**src/rtl/lc3_prog_loader.sv**
```systemverilog
// LC-3 program loader: consumes an origin word plus program words,
// writes them into CPU memory and releases the CPU when the load completes.
module lc3_prog_loader #(
    parameter int MAX_WORDS = 32,
    parameter int ADDR_W    = 16,
    parameter int DATA_W    = 16
) (
    input  logic              clk,
    input  logic              rst,
    input  logic              load_start,
    input  logic [DATA_W-1:0] in_data,
    input  logic              in_valid,
    input  logic              in_last,
    output logic              in_ready,
    output logic              mem_we,
    output logic [ADDR_W-1:0] mem_addr,
    output logic [DATA_W-1:0] mem_wdata,
    output logic [ADDR_W-1:0] pc_init,
    output logic [15:0]       word_count,
    output logic              cpu_run,
    output logic              done,
    output logic              err
);

    typedef enum logic [2:0] {
        S_IDLE,
        S_ORIGIN,
        S_LOAD,
        S_DONE,
        S_ERR
    } state_t;

    localparam logic [16:0]       MAX_C   = 17'(MAX_WORDS);
    localparam logic [ADDR_W-1:0] PTR_TOP = '1;

    state_t            state_q, state_d;
    logic [ADDR_W-1:0] ptr_q, ptr_d;
    logic [ADDR_W-1:0] pc_q, pc_d;
    logic [ADDR_W-1:0] addr_q, addr_d;
    logic [DATA_W-1:0] wdata_q, wdata_d;
    logic [15:0]       cnt_q, cnt_d;
    logic              we_q, we_d;
    logic              wrap_q, wrap_d;

    always_ff @(posedge clk) begin
        if (rst) begin
            state_q <= S_IDLE;
            ptr_q   <= '0;
            pc_q    <= '0;
            addr_q  <= '0;
            wdata_q <= '0;
            cnt_q   <= '0;
            we_q    <= 1'b0;
            wrap_q  <= 1'b0;
        end else begin
            state_q <= state_d;
            ptr_q   <= ptr_d;
            pc_q    <= pc_d;
            addr_q  <= addr_d;
            wdata_q <= wdata_d;
            cnt_q   <= cnt_d;
            we_q    <= we_d;
            wrap_q  <= wrap_d;
        end
    end

    always_comb begin
        state_d  = state_q;
        ptr_d    = ptr_q;
        pc_d     = pc_q;
        addr_d   = addr_q;
        wdata_d  = wdata_q;
        cnt_d    = cnt_q;
        we_d     = 1'b0;
        wrap_d   = wrap_q;
        in_ready = 1'b0;
        cpu_run  = 1'b0;
        done     = 1'b0;
        err      = 1'b0;
        unique case (state_q)
            S_IDLE: begin
                if (load_start) begin
                    state_d = S_ORIGIN;
                    cnt_d   = '0;
                end
            end
            S_ORIGIN: begin
                in_ready = 1'b1;
                if (in_valid) begin
                    pc_d    = ADDR_W'(in_data);
                    ptr_d   = ADDR_W'(in_data);
                    wrap_d  = 1'b0;
                    state_d = in_last ? S_DONE : S_LOAD;
                end
            end
            S_LOAD: begin
                in_ready = 1'b1;
                if (in_valid) begin
                    // wrap_q: the previous word landed at the top address
                    if (wrap_q) begin
                        state_d = S_ERR;
                    end else begin
                        we_d    = 1'b1;
                        addr_d  = ptr_q;
                        wdata_d = in_data;
                        ptr_d   = ptr_q + 1'b1;
                        cnt_d   = cnt_q + 16'd1;
                        wrap_d  = (ptr_q == PTR_TOP);
                        if (in_last) begin
                            state_d = S_DONE;
                        end else if ({1'b0, cnt_q} + 17'd1 == MAX_C) begin
                            state_d = S_ERR;
                        end
                    end
                end
            end
            S_DONE: begin
                done    = 1'b1;
                cpu_run = 1'b1;
                if (load_start) begin
                    state_d = S_ORIGIN;
                    cnt_d   = '0;
                end
            end
            S_ERR: begin
                err = 1'b1;
                if (load_start) begin
                    state_d = S_ORIGIN;
                    cnt_d   = '0;
                end
            end
            default: state_d = S_IDLE;
        endcase
    end

    assign mem_we     = we_q;
    assign mem_addr   = addr_q;
    assign mem_wdata  = wdata_q;
    assign pc_init    = pc_q;
    assign word_count = cnt_q;

endmodule

```
**config.mk**
```make
export PLATFORM = sky130hd
export DESIGN_NAME = lc3_prog_loader
export DESIGN_NICKNAME = d
export VERILOG_FILES = /design/src/rtl/lc3_prog_loader.sv
export SDC_FILE = /design/constraint.sdc
export NUM_CORES = 1
export LEC_CHECK = 0
export BUFFER_PORTS_ARGS = -buffer_cell sky130_fd_sc_hd__buf_4
export CORE_MARGIN = 1
export CORE_UTILIZATION = 37
export DETAILED_ROUTE_END_ITERATION = 7
export PLACE_DENSITY_LB_ADDON = 0.15
export SYNTH_ARGS = -nofsm -noshare
export SYNTH_HDL_FRONTEND = slang
export SYNTH_SLANG_ARGS = --single-unit
```
**constraint.sdc**
```tcl
create_clock -name clk -period 3 [get_ports clk]
set_clock_uncertainty 0.2 [all_clocks]
set_input_delay 0.15 -clock clk [delete_from_list [all_inputs] [get_ports clk]]
set_output_delay 0.15 -clock clk [all_outputs]
set_load 0.005 [all_outputs]
```
---- After elaboration in Yosys (flattened, before gate mapping) ----
Cells that the tools add are included.
storage, ports and cells
  bits in latches ......................... 0
  bits in writable memories ............... 0
  register bits ........................... 85
  memory bits (read-only) ................. 0
  memories ................................ 0
  output and inout port bits .............. 69
  logic and storage cells ................. 61
operators by class
  add/subtract/negate cells ............... 3
  div/mod/pow operators ................... 0
  magnitude comparators ................... 0
  mux-type cells .......................... 24
  bitwise operators ....................... 3
  reductions and logical operators ........ 12
  $mul .................................... 0
  equal/unequal tests ..................... 11
  shifts and indexed selects .............. 0
operators with widths
  cell                                                   number
  2-to-1 mux 16 bit                                      6
  one-hot mux 16 bit (2 select lines)                    2
  adder 16 x 1 -> 16 bit, second input constant          2
  2-to-1 mux 3 bit                                       6
  adder 16 x 1 -> 17 bit, second input constant          1
  equality test 17 x 6 -> 1 bit, second input constant   1
  equality test 16 bit, second input constant            1
  AND reduction 4 bit                                    3
  one-hot mux 3 bit (3 select lines)                     1
  2-to-1 mux 1 bit                                       8
  equality test 3 x 2 -> 1 bit, second input constant    2
  inequality test 2 bit, second input constant           3
  AND reduction 3 bit                                    2
  OR reduction 3 bit                                     2
  inequality test 4 bit, second input constant           1
  nonzero test 2 bit                                     2
  equality test 3 x 1 -> 1 bit, second input constant    1
  equality test 3 bit, second input constant             1
  logical NOT 3 bit                                      1
  NOT 1 bit                                              3
  inequality test 2 x 1 -> 1 bit, second input constant  1
  one-hot mux 1 bit (2 select lines)                     1
  AND reduction 2 bit                                    1
  OR reduction 2 bit                                     1

---- Logic depth before layout (Yosys ltp) ----
  depth in word-level cells ............... 7
  gate-level depth with buffers ........... 9

---- Worst setup path after synthesis ----
No wires, ideal clock.
  path type ............................... reg-to-reg
  from .................................... reg cnt_q[0] (netlist: word_count[0])
  to ...................................... reg state_q[0]
  required time ........................... 2.741 ns
  clock period less this slack ............ 2.352 ns
  cell stages (with the launch flop) ...... 9
  path buffers ............................ 1
  library setup time ...................... 0.059 ns
  arrival ................................. 2.094 ns
  setup slack ............................. 0.648 ns
  cell sequence ........................... dfxtp_1 > ha_1 > clkbuf_1 > nand3_1 > mux2_2 > o21ai_0 > nand4_1 > o41ai_2 > o221a_2
between the ends
  cells in the longest elaborated chain, start to end .. 4
ends and longest elaborated chain
  item                             RTL line  text
  start: declaration               41        logic [15:0] cnt_q, cnt_d;
  start signal: assignment         61        cnt_q <= cnt_d;
  adder 16 x 1 -> 17 bit           111       end else if ({1'b0, cnt_q} + 17'd1 == MAX_C) begin
  equality test 17 x 6 -> 1 bit    111
  inequality test 4 bit (no line)  -
  AND reduction 4 bit (no line)    -
  end signal: assignment           56        state_q <= state_d;
  end: declaration                 36        state_t state_q, state_d;
Every way passes these cells.
A chain may end at the register's enable or synchronous reset.

---- Worst setup path in the final report ----
Ends and elaborated chain as after synthesis.

==> impl_metrics.csv <==
group,metric,value,unit
routing,drc,0,
sta,finalHoldViolCount,0,
placed_design,dp.cells,725,
sta,fin_setup_tns,0,ns
layout,diodes,0,
layout,fin_nets,641,
die,num_rows,37,
clock_network,clk_pin_slew,0.09,ns
worst_hold_path,whs_path_depth,4,
routing,first_pass_iters,5,
clock_network,clockBufferDepth,2,
global_routing,grt_first_pass_wirelength,19050,um
die,fp.dieH,105.8,um
layout,area_delta_synth_final,29.28,%
synthesis,synth_area_per_cell,7.550,sq um
synthesis,synth_fp_nets,552,
layout,finish.utilization,49.70,%
routing,drt_iter0_drc,265,
sta,max_freq,0.3806,GHz
synthesis,yosysUniqueCellTypes,55,
setup_path,path_max_fanout,10,
pwr,power.leakage,1.957,nW
layout,layout.cells.non_filler,758,
clock_network,cts_resized,0,
routing,avgViaCountPerCell,5.410,
setup_path,arrival,2.74,ns
sta,finalSetupViolCount,0,
status,outcome,"finished clean",
worst_hold_path,hp-class,"in2reg",
die,io_pins,90,
pwr,peakVddDrop,0.2814,mV
worst_hold_path,hp-start,"in_last",
synthesis,syn-cell-area,0.003986,sq mm
die,fp.dieW,105.8,um
clock_network,insertion_delay,0.36,ns
routing,ant_nets,0,
routing,routed_wirelength,11410,um
clock_network,cts_buffers,9,
global_routing,grt_use_total,21.33,%
sta,worst_slew_pin_slew,0.8847,ns
placed_design,routabilityCongestion,0.8602,
synthesis,ys.flop_type,"dfxtp_1",
setup_path,worst_ep_required_time,3.11,ns
pwr,powerDensity,630.9,mW/mm^2
routing,vias,4101,
die,dieArea,0.01119,sq mm
synthesis,seq_area_frac_synth,42.69,%
die,start_util,38.44,%
layout,layout-drive-gt1-share,19.77,%
placed_design,port_buffers,89,
global_routing,first_global_vias,3854,
setup_path,start_kind,"register",
setup_path,r2r-start,"word_count[0]",
flow_run,maxCapViolations,0,
layout,register_area,0.001702,sq mm
clock_network,cts_root_buf,"clkbuf_8",
synthesis,async_reset_ff_share,0,%
clock_network,clock_sinks,85,
sta,min_period,2.628,ns
synthesis,syn_inst,528,
setup_path,critPathKind,"reg2reg",
global_routing,antenna_found_initial,0,
sta,fin_crit_sh,87.58,%
routing,wl_per_cell,15.06,um
clock_network,htree_levels,3,
clock_network,cts_tree,"done",
synthesis,ys_ff_latch,85,
setup_path,r2r_cells,7,
layout,fillerInstances,1057,
sta,slew_headroom,41.02,%
synthesis,synth-edff-count,0,
layout,mostFrequentLayoutCell,"nand2_1",
die,coreArea,0.01037,sq mm
sta,report.final.slew_viol_count,0,
setup_path,cp-end-kind,"register",
placed_design,dp_hpwl,7879,um
layout,multi_input_area,0.002117,sq mm
synthesis,synth_warnings,0,
setup_path,regToRegSetupSlack,0.37,ns
global_routing,overflow,0,
layout,final_cell_mix,"nand2_1, buf_4, dfxtp_1",
sta,rsz0062_at_grt,"false",
setup_path,crit_path_start,"word_count[0]",
global_routing,grt_max_degree,64,
worst max-delay path: stages, from the launching register on:
cell and delay [ns]:
dfxtp_1 0.50, ha_1 0.36, nand3_1 0.19, mux2_2 0.30
o21ai_0 0.16, nand4_1 0.15, o41ai_2 0.45, o221a_2 0.25
registers in the layout (all words and copies together), names as in the netlist:
register,cells
pc_init,16
mem_addr,16
mem_we,1
word_count,16
ptr_q,16
wrap_q,1
state_q,3
mem_wdata,16
logic make-up (layout without fill, tap and decap cells):
logic type,Yosys count,count (layout),share of synthesized area [%]
flops,85,85,42.69
mux,3,3,0.7847
simple gates,226,226,26.18
xor+xnor,3,3,0.6593
compound gates,164,164,24.26
buf+inv,44,138,4.488
fa+ha+maj,3,3,0.9417
metal layers:
| layer | global-route usage [%] | share of wire, % | vias to the layer above |
|---|---|---|---|
| li1 | - | - | 2045 |
| met3 | 4.700 | 5.6 | 17 |
| met1 | 29.75 | 48 | 1921 |
| met2 | 31.56 | 44 | 118 |
| met4 | 8.929 | 2.2 | 0 |
| met5 | 0 | 0 | - |
worst paths after layout:
kind                                      to
worst max-delay path              state_q[0]
worst min-delay path              state_q[1]
worst max register to register    state_q[0]
worst min register to register  mem_wdata[1]
timing repair:
action	4_1_cts	5_1_grt
endpoints found under the setup margin	0	0
buffers inserted	0	0
endpoints found under the hold margin	45	0
hold buffers	17	0
power breakdown:
| part | switching, mW | internal [mW] |
|---|---|---|
| registers | 0.142 | 1.25 |
| logic | 0.537 | 0.375 |
| clock network | 0.444 | 0.499 |
metrics by stage:
step	power, mW	area (sq um)	worst slack (ns)	hold WS (ns)
after floorplan	1.984	3986	0.6477	0.08597
after global routing	3.468	5154	0.1315	0.01680
final	3.251	5154	0.3725	0.01077
after CTS	3.274	5154	0.3868	0.001577
after detailed placement	2.313	4755	0.4031	0.2272
after global placement	2.295	4755	0.5078	0.2246
final cells by class:
| type | count | share of cell area (%) |
|---|---|---|
| Timing Repair Buffer | 116 | 17.72 |
| Clock buffer | 10 | 2.671 |
| Clock inverter | 6 | 1.772 |
| Sequential cell | 85 | 33.02 |
| Tap cell | 136 | 3.302 |
| Inverter | 6 | 0.4370 |
| Multi-Input combinational cell | 399 | 41.08 |
Yosys cell counts (3+ instances only):
library cell	count	area [sq um]
nand2_1	130	488.0
dfxtp_1	85	1702
a21oi_1	81	405.4
o21ai_0	35	175.2
clkbuf_1	34	127.6
nor2_1	27	101.4
nand3_1	13	65.06
a311oi_1	11	96.34
or3_1	7	43.79
a31oi_1	6	37.54
and2_1	6	37.54
and3_1	6	37.54
a211oi_1	5	37.54
inv_1	5	18.77
nand4_1	5	31.28
a22oi_1	4	30.03
nand3b_1	4	30.03
nor3_1	4	20.02
nor3b_1	4	30.03
o31ai_1	4	30.03
ha_1	3	37.54
nand2b_1	3	18.77
nor2b_1	3	18.77
o22ai_1	3	18.77
o41ai_1	3	26.28
Power figures use the tool's default switching activity.
